<file path="src/rtl/reg_alu_core.sv">
// reg_alu_core: register-file ALU core with busy/done handshake.
//
// Holds NREGS registers of WIDTH bits and runs one three-address operation
// at a time (dst <- A op B). Carry, zero and negative flags are kept in a
// flag register. A command strobe is only honoured while the core is idle.
//
// Optional feature macro: ALU_MUL_EN
//   defined   : op 12 is a WIDTH-cycle unsigned shift-add multiply
//   undefined : op 12 is a NOP; no multiplier hardware and no MUL state
//
// Ports
//   clk, rst               clock, synchronous active-high reset
//   data_in, load, ce      load data / load-vs-execute select / command strobe
//   dst_sel, a_sel, b_sel  destination and operand register selects
//   op, cin                operation code and carry in (latched with command)
//   rd_sel, data_out       combinational read port
//   cout, zero, neg        flag register
//   busy, done             execute in progress / one-cycle completion pulse
//
// state | meaning
// ------+--------------------------------------------------------------
// IDLE  | accepting load/execute commands
// EXEC  | single-cycle ALU op; writeback and flags at end of cycle
// MUL   | shift-add multiply, one step per cycle (ALU_MUL_EN only)

module reg_alu_core #(
    parameter int WIDTH = 8,
    parameter int NREGS = 8
) (
    input  logic                     clk,
    input  logic                     rst,
    input  logic [WIDTH-1:0]         data_in,
    input  logic                     load,
    input  logic                     ce,
    input  logic [$clog2(NREGS)-1:0] dst_sel,
    input  logic [$clog2(NREGS)-1:0] a_sel,
    input  logic [$clog2(NREGS)-1:0] b_sel,
    input  logic [3:0]               op,
    input  logic                     cin,
    input  logic [$clog2(NREGS)-1:0] rd_sel,
    output logic [WIDTH-1:0]         data_out,
    output logic                     cout,
    output logic                     zero,
    output logic                     neg,
    output logic                     busy,
    output logic                     done
);

    localparam int AW = $clog2(NREGS);

    localparam logic [3:0] OP_ADD  = 4'd0;
    localparam logic [3:0] OP_ADC  = 4'd1;
    localparam logic [3:0] OP_SUB  = 4'd2;
    localparam logic [3:0] OP_SBC  = 4'd3;
    localparam logic [3:0] OP_AND  = 4'd4;
    localparam logic [3:0] OP_OR   = 4'd5;
    localparam logic [3:0] OP_XOR  = 4'd6;
    localparam logic [3:0] OP_NOT  = 4'd7;
    localparam logic [3:0] OP_SHL  = 4'd8;
    localparam logic [3:0] OP_SHR  = 4'd9;
    localparam logic [3:0] OP_ROL  = 4'd10;
    localparam logic [3:0] OP_ROR  = 4'd11;
    localparam logic [3:0] OP_MUL  = 4'd12;
    localparam logic [3:0] OP_PASS = 4'd13;
    localparam logic [3:0] OP_CMP  = 4'd14;
    localparam logic [3:0] OP_NOP  = 4'd15;

    typedef enum logic [1:0] {
        S_IDLE,
        S_EXEC
`ifdef ALU_MUL_EN
        ,S_MUL
`endif
    } state_t;

    state_t state_q, state_d;

    logic [WIDTH-1:0] regs [NREGS];
    logic [WIDTH-1:0] a_q, b_q;
    logic [3:0]       op_q;
    logic [AW-1:0]    dst_q;
    logic             cin_q;
    logic             c_q, z_q, n_q;
    logic             done_q;

    logic             load_cmd, exec_cmd;

    // ALU result for the latched command
    logic [WIDTH-1:0] alu_res;
    logic             alu_c;
    logic             alu_wr;
    logic             alu_fl;
    logic [WIDTH:0]   sum_ext;
    logic [WIDTH:0]   diff_ext;

    // writeback / flag controls from the output process
    logic             wb_en;
    logic [WIDTH-1:0] wb_data;
    logic             flag_en;
    logic             flag_c, flag_z, flag_n;
    logic             done_d;

`ifdef ALU_MUL_EN
    localparam int CW = $clog2(WIDTH);

    logic [WIDTH-1:0] mul_hi_q, mul_lo_q;
    logic [WIDTH-1:0] mul_hi_d, mul_lo_d;
    logic [WIDTH:0]   mul_sum;
    logic [CW-1:0]    mul_cnt_q;
`endif

    // Commands are only seen while idle; anything during busy is dropped.
    assign load_cmd = (state_q == S_IDLE) && ce && load;
    assign exec_cmd = (state_q == S_IDLE) && ce && !load;

    assign data_out = regs[rd_sel];
    assign cout     = c_q;
    assign zero     = z_q;
    assign neg      = n_q;
    assign busy     = (state_q != S_IDLE);
    assign done     = done_q;

    // ---------------------------------------------------------------
    // FSM: state register
    // ---------------------------------------------------------------
    always_ff @(posedge clk) begin
        if (rst) state_q <= S_IDLE;
        else     state_q <= state_d;
    end

    // ---------------------------------------------------------------
    // FSM: next state
    // ---------------------------------------------------------------
    always_comb begin
        state_d = state_q;
        case (state_q)
            S_IDLE: begin
                if (exec_cmd) begin
                    state_d = S_EXEC;
`ifdef ALU_MUL_EN
                    if (op == OP_MUL) state_d = S_MUL;
`endif
                end
            end
            S_EXEC: state_d = S_IDLE;
`ifdef ALU_MUL_EN
            S_MUL:  if (mul_cnt_q == '0) state_d = S_IDLE;
`endif
            default: state_d = S_IDLE;
        endcase
    end

    // ---------------------------------------------------------------
    // FSM: outputs (writeback, flag update, done)
    // ---------------------------------------------------------------
    always_comb begin
        wb_en   = 1'b0;
        wb_data = alu_res;
        flag_en = 1'b0;
        flag_c  = alu_c;
        flag_z  = (alu_res == '0);
        flag_n  = alu_res[WIDTH-1];
        done_d  = 1'b0;
        case (state_q)
            S_EXEC: begin
                wb_en   = alu_wr;
                flag_en = alu_fl;
                done_d  = 1'b1;
            end
`ifdef ALU_MUL_EN
            S_MUL: begin
                if (mul_cnt_q == '0) begin
                    wb_en   = 1'b1;
                    wb_data = mul_lo_d;
                    flag_en = 1'b1;
                    flag_c  = |mul_hi_d;
                    flag_z  = (mul_lo_d == '0);
                    flag_n  = mul_lo_d[WIDTH-1];
                    done_d  = 1'b1;
                end
            end
`endif
            default: ;
        endcase
    end

    // ---------------------------------------------------------------
    // ALU on the snapshotted operands
    // ---------------------------------------------------------------
    // The (WIDTH+1)-bit difference has its top bit set exactly when the
    // unsigned minuend is smaller than the subtrahend (+ borrow in).
    assign sum_ext  = {1'b0, a_q} + {1'b0, b_q}
                    + {{WIDTH{1'b0}}, (op_q == OP_ADC) & cin_q};
    assign diff_ext = {1'b0, a_q} - {1'b0, b_q}
                    - {{WIDTH{1'b0}}, (op_q == OP_SBC) & cin_q};

    always_comb begin
        alu_res = '0;
        alu_c   = 1'b0;
        alu_wr  = 1'b1;
        alu_fl  = 1'b1;
        case (op_q)
            OP_ADD, OP_ADC: begin
                alu_res = sum_ext[WIDTH-1:0];
                alu_c   = sum_ext[WIDTH];
            end
            OP_SUB, OP_SBC: begin
                alu_res = diff_ext[WIDTH-1:0];
                alu_c   = diff_ext[WIDTH];
            end
            OP_CMP: begin
                alu_res = diff_ext[WIDTH-1:0];
                alu_c   = diff_ext[WIDTH];
                alu_wr  = 1'b0;
            end
            OP_AND:  alu_res = a_q & b_q;
            OP_OR:   alu_res = a_q | b_q;
            OP_XOR:  alu_res = a_q ^ b_q;
            OP_NOT:  alu_res = ~a_q;
            OP_SHL: begin
                alu_res = {a_q[WIDTH-2:0], 1'b0};
                alu_c   = a_q[WIDTH-1];
            end
            OP_SHR: begin
                alu_res = {1'b0, a_q[WIDTH-1:1]};
                alu_c   = a_q[0];
            end
            OP_ROL: begin
                alu_res = {a_q[WIDTH-2:0], cin_q};
                alu_c   = a_q[WIDTH-1];
            end
            OP_ROR: begin
                alu_res = {cin_q, a_q[WIDTH-1:1]};
                alu_c   = a_q[0];
            end
            OP_PASS: alu_res = b_q;
            // MUL only reaches EXEC when the multiplier is not built in
            OP_MUL, OP_NOP: begin
                alu_wr = 1'b0;
                alu_fl = 1'b0;
            end
            default: ;
        endcase
    end

`ifdef ALU_MUL_EN
    // ---------------------------------------------------------------
    // Shift-add multiplier: {hi, lo} starts as {0, B}; each step adds A
    // into hi when lo[0] is set and shifts the pair right by one.
    // ---------------------------------------------------------------
    assign mul_sum  = {1'b0, mul_hi_q} + (mul_lo_q[0] ? {1'b0, a_q} : '0);
    assign mul_hi_d = mul_sum[WIDTH:1];
    assign mul_lo_d = {mul_sum[0], mul_lo_q[WIDTH-1:1]};

    always_ff @(posedge clk) begin
        if (rst) begin
            mul_hi_q  <= '0;
            mul_lo_q  <= '0;
            mul_cnt_q <= '0;
        end else if (exec_cmd) begin
            mul_hi_q  <= '0;
            mul_lo_q  <= regs[b_sel];
            mul_cnt_q <= CW'(WIDTH - 1);
        end else if (state_q == S_MUL) begin
            mul_hi_q  <= mul_hi_d;
            mul_lo_q  <= mul_lo_d;
            mul_cnt_q <= mul_cnt_q - 1'b1;
        end
    end
`endif

    // ---------------------------------------------------------------
    // Register file, operand snapshot, flags, done
    // ---------------------------------------------------------------
    always_ff @(posedge clk) begin
        if (rst) begin
            for (int i = 0; i < NREGS; i++) regs[i] <= '0;
            a_q    <= '0;
            b_q    <= '0;
            op_q   <= OP_NOP;
            dst_q  <= '0;
            cin_q  <= 1'b0;
            c_q    <= 1'b0;
            z_q    <= 1'b0;
            n_q    <= 1'b0;
            done_q <= 1'b0;
        end else begin
            // load and writeback are exclusive: one needs IDLE, the other busy
            for (int i = 0; i < NREGS; i++) begin
                if (load_cmd && dst_sel == AW'(i)) regs[i] <= data_in;
                if (wb_en && dst_q == AW'(i))      regs[i] <= wb_data;
            end
            if (exec_cmd) begin
                a_q   <= regs[a_sel];
                b_q   <= regs[b_sel];
                op_q  <= op;
                dst_q <= dst_sel;
                cin_q <= cin;
            end
            if (flag_en) begin
                c_q <= flag_c;
                z_q <= flag_z;
                n_q <= flag_n;
            end
            done_q <= done_d;
        end
    end

endmodule

</file>
<file path="config.mk">
export PLATFORM = sky130hd
export DESIGN_NAME = reg_alu_core
export DESIGN_NICKNAME = d
export VERILOG_FILES = /design/src/rtl/reg_alu_core.sv
export SDC_FILE = /design/constraint.sdc
export NUM_CORES = 1
export LEC_CHECK = 0
export BUFFER_PORTS_ARGS = -buffer_cell sky130_fd_sc_hd__buf_2
export CORE_ASPECT_RATIO = 1.25
export CORE_MARGIN = 2
export CORE_UTILIZATION = 50
export CTS_CLUSTER_SIZE = 8
export DETAILED_ROUTE_END_ITERATION = 16
export PLACE_DENSITY = 0.76
export SLEW_MARGIN = 15
export SYNTH_ARGS = -nofsm -noshare
export SYNTH_HDL_FRONTEND = slang
export SYNTH_SLANG_ARGS = --single-unit
</file>
<file path="constraint.sdc">
create_clock -name clk -period 3.9 [get_ports clk]
set_input_delay 0.78 -clock clk [delete_from_list [all_inputs] [get_ports clk]]
set_output_delay 0.78 -clock clk [all_outputs]
set_load 0.02 [all_outputs]
</file>
==> summary.txt <==
Timing
  – Post-layout minimum cycle time: 3400 ps
  – Unrepaired setup endpoints after global routing: false
  – Relative slew slack: 23.4%
  – Period utilization: 87.1%
  – Final Hold Vio Count: 0
  – Worst Tran Pin Value: 1140 ps
  – Sum of negative setup slack: 0 ps
  – Final Max Tran Viols: 0
  – PnR worst setup slack: 503 ps
  – FMAX: 0.294 GHz
  – Min Hold Slack: 481 ps
  – Clock Skew: 9.40 ps
  – Final setup vio count: 0

Placed design
  – Pre-CTS setup slack: 588 ps
  – Routability congestion estimate: 0.992
  – PortBufs: 41
  – DP HPWL: 15,300 um

Critical path
  – CP Class: reg -> reg
  – CP Launch Type: flip-flop
  – Worst Setup SP: cin_q$_SDFFE_PP0P_
  – Peak fanout along the critical path: 6
  – Worst R2R Start: cin_q$_SDFFE_PP0P_
  – CP required: 3970 ps
  – Crit path DAT: 3460 ps
  – Setup crit end kind: flip-flop
  – Cells on worst reg2reg path: 10

Power
  – Sequential power share: 42.7%
  – Comb pwr share: 24.0%
  – NetSw: 0.000857 W
  – Peak supply drop: 316 uV
  – Clock Power Share: 33.3%
  – Sw Ratio: 31.2%
  – Pwr/cell area: 360 mW/mm^2
  – Internal power: 0.00189 W
  – Static leakage: 2.84 nW
  – Overall power: 0.00275 W

Detailed routing
  – DR iter-0 viols: 593
  – DRT Wirelength: 21,100 um
  – DR pass1 iterations: 6
  – Total number of vias: 5,861
  – Drt via density: 6.89
  – Residual DRC: 0
  – Wire length per cell: 24.7 um
  – Post-route ant nets: 0

Logic synthesis
  – Sequential area share after synthesis: 35.8%
  – Share of Yosys cell area claimed by the top area cell type: 27.5%
  – Most frequent cell after synthesis: edfxtp_1
  – Syn Area/Cell: 10.7 um^2
  – Synth Cell Area: 0.00700 mm^2
  – Yosys cell types: 75
  – Synth Instances: 653
  – Flops & latches, synth: 93
  – Syn Nets: 716
  – Synthesis Warnings: 0
  – EDFF count, synth: 64
  – Yosys top cell by area: edfxtp_1
  – FFs w/ async S/R, synth: 0%
  – Synth top area cells: edfxtp_1 27%, mux4_2 16%, dfxtp_1 8.3%, ha_1 5.4%, a22o_1 3.3%
  – Ys flop type: edfxtp_1
  – Synth top cells by count: 64 x edfxtp_1, 57 x nand2_1, 49 x mux4_2, 43 x nor2_1, 36 x o21ai_0

Clocking
  – Clk sinks: 93
  – Clk Latency, worst-skew pair: 350 ps
  – Cts bufs inserted: 9
  – TritonCTS clock tree: yes
  – Post-CTS Setup Inserts: 0
  – Clk root buf: clkbuf_16
  – CTS max path bufs: 2
  – CTS H-tree lvls: 3
  – Post-CTS resize count: 0
  – Hold Buf Count CTS: 0
  – CTS clk-pin slew, worst paths: 70 ps

Global route
  – Vias in the first global route: 5,783
  – GRT overflow: 0
  – First-pass GRT wire length: 32,400 um
  – Total track usage: 29.5%
  – Initial antenna violation count: 0
  – Pin count of the biggest net entering global routing: 36

Hold path
  – HP Class: reg -> reg
  – Hold_sp: cin_q$_SDFFE_PP0P_
  – Hold path depth: 2

Layout
  – Ant diodes: 0
  – Layout Area Growth over Synthesis: 9.03%
  – Share of cells above drive strength 1: 23.2%
  – Fin nets: 734
  – Fillers: 1,158

Outcome
  – Status: finished clean

Flow run
  – # Max-Cap Violations: 0

Die
  – Die X: 110 um
  – I/O pin total: 42
  – Initial Utilization: 50.9%
  – Core area: 0.0138 mm^2
  – Die Y: 136 um
  – Rows: 48
  – Die ar.: 0.0150 mm^2
==> routing by layer <==
| layer | wire length (um) | global-route usage, % | up-vias | part of all wire [%] |
|---|---|---|---|---|
| li1 | - | - | 2561 | - |
| met1 | 7000 | 33.0 | 2834 | 33 |
| met2 | 10900 | 50.8 | 360 | 52 |
| met3 | 1730 | 5.70 | 106 | 8.2 |
| met4 | 1450 | 18.4 | 0 | 6.9 |
| met5 | 0 | 0 | - | 0 |
==> cell families after synthesis <==
| logic type | synth area share (%) |
|---|---|
| compound gates | 18.1 |
| fa+ha+maj | 6.51 |
| buf+inv | 4.93 |
| simple gates | 13.4 |
| flops | 35.8 |
| mux | 20.1 |
| xor+xnor | 1.25 |
==> final cells by class <==
cell class              instances  area [um^2]  area share (%)
repair buffers                 59          340            4.46
multi-input cells             478         4150            54.4
flip-flops and latches         93         2500            32.8
inverters                      30          113            1.48
well taps                     175          219            2.87
clock inverters                 7         77.6            1.02
clock buffers                   9          225            2.95
==> placed cells by master, fill, tap and decap left out, types with 26 or more instances in the layout <==
master     n
dfxtp_1   29
a22o_1    26
nand2_1   57
edfxtp_1  64
mux4_2    49
o21ai_0   34
nor2_1    43
buf_2     41
ha_1      30
inv_1     29
==> worst max-delay path, cell delays in order (launching register included) <==
cell and delay, ps:
dfxtp_1 350, nor2b_1 250, nand4_1 150, fa_1 460, fa_1 440, o21a_1 240, o22ai_1 190, xnor2_1 150
nor2_1 80, a211oi_1 570, o21ai_0 210
==> power groups by stage <==
stage | sequential [W] | clock [W] | combinational (W)
5_1_grt | 0.00118 | 0.000950 | 0.000702
2_1_floorplan | 0.00117 | 0 | 0.000484
6_report | 0.00117 | 0.000914 | 0.000659
3_5_place_dp | 0.00119 | 0 | 0.000640
4_1_cts | 0.00117 | 0.000912 | 0.000646
3_3_place_gp | 0.00118 | 0 | 0.000624
==> metrics by stage <==
| step | instance area, um^2 | utilization (%) | cells |
|---|---|---|---|
| detailed placement | 7330 | 53.3 | 835 |
| floorplan | 7000 | - | 653 |
| global route | 7630 | 55.5 | 851 |
| global placement | 7330 | 53.3 | 835 |
| CTS | 7630 | 55.5 | 851 |
| finish | 7630 | 55.5 | 851 |
==> path summary, 6_finish.rpt <==
check | to | slack (ps)
min reg2reg | cin_q$_SDFFE_PP0P_ | 480
max reg2reg | regs[1][6]$_SDFFCE_PN0P_ | 500
max | regs[1][6]$_SDFFCE_PN0P_ | 500
min | cin_q$_SDFFE_PP0P_ | 480
==> registers in the layout, indices dropped and copies added (netlist names) <==
name,cells
a_q,8
b_q,8
cin_q,1
cout,1
done,1
dst_q,3
neg,1
op_q,4
regs,64
state_q,1
zero,1
Power figures use the tool's default switching activity.
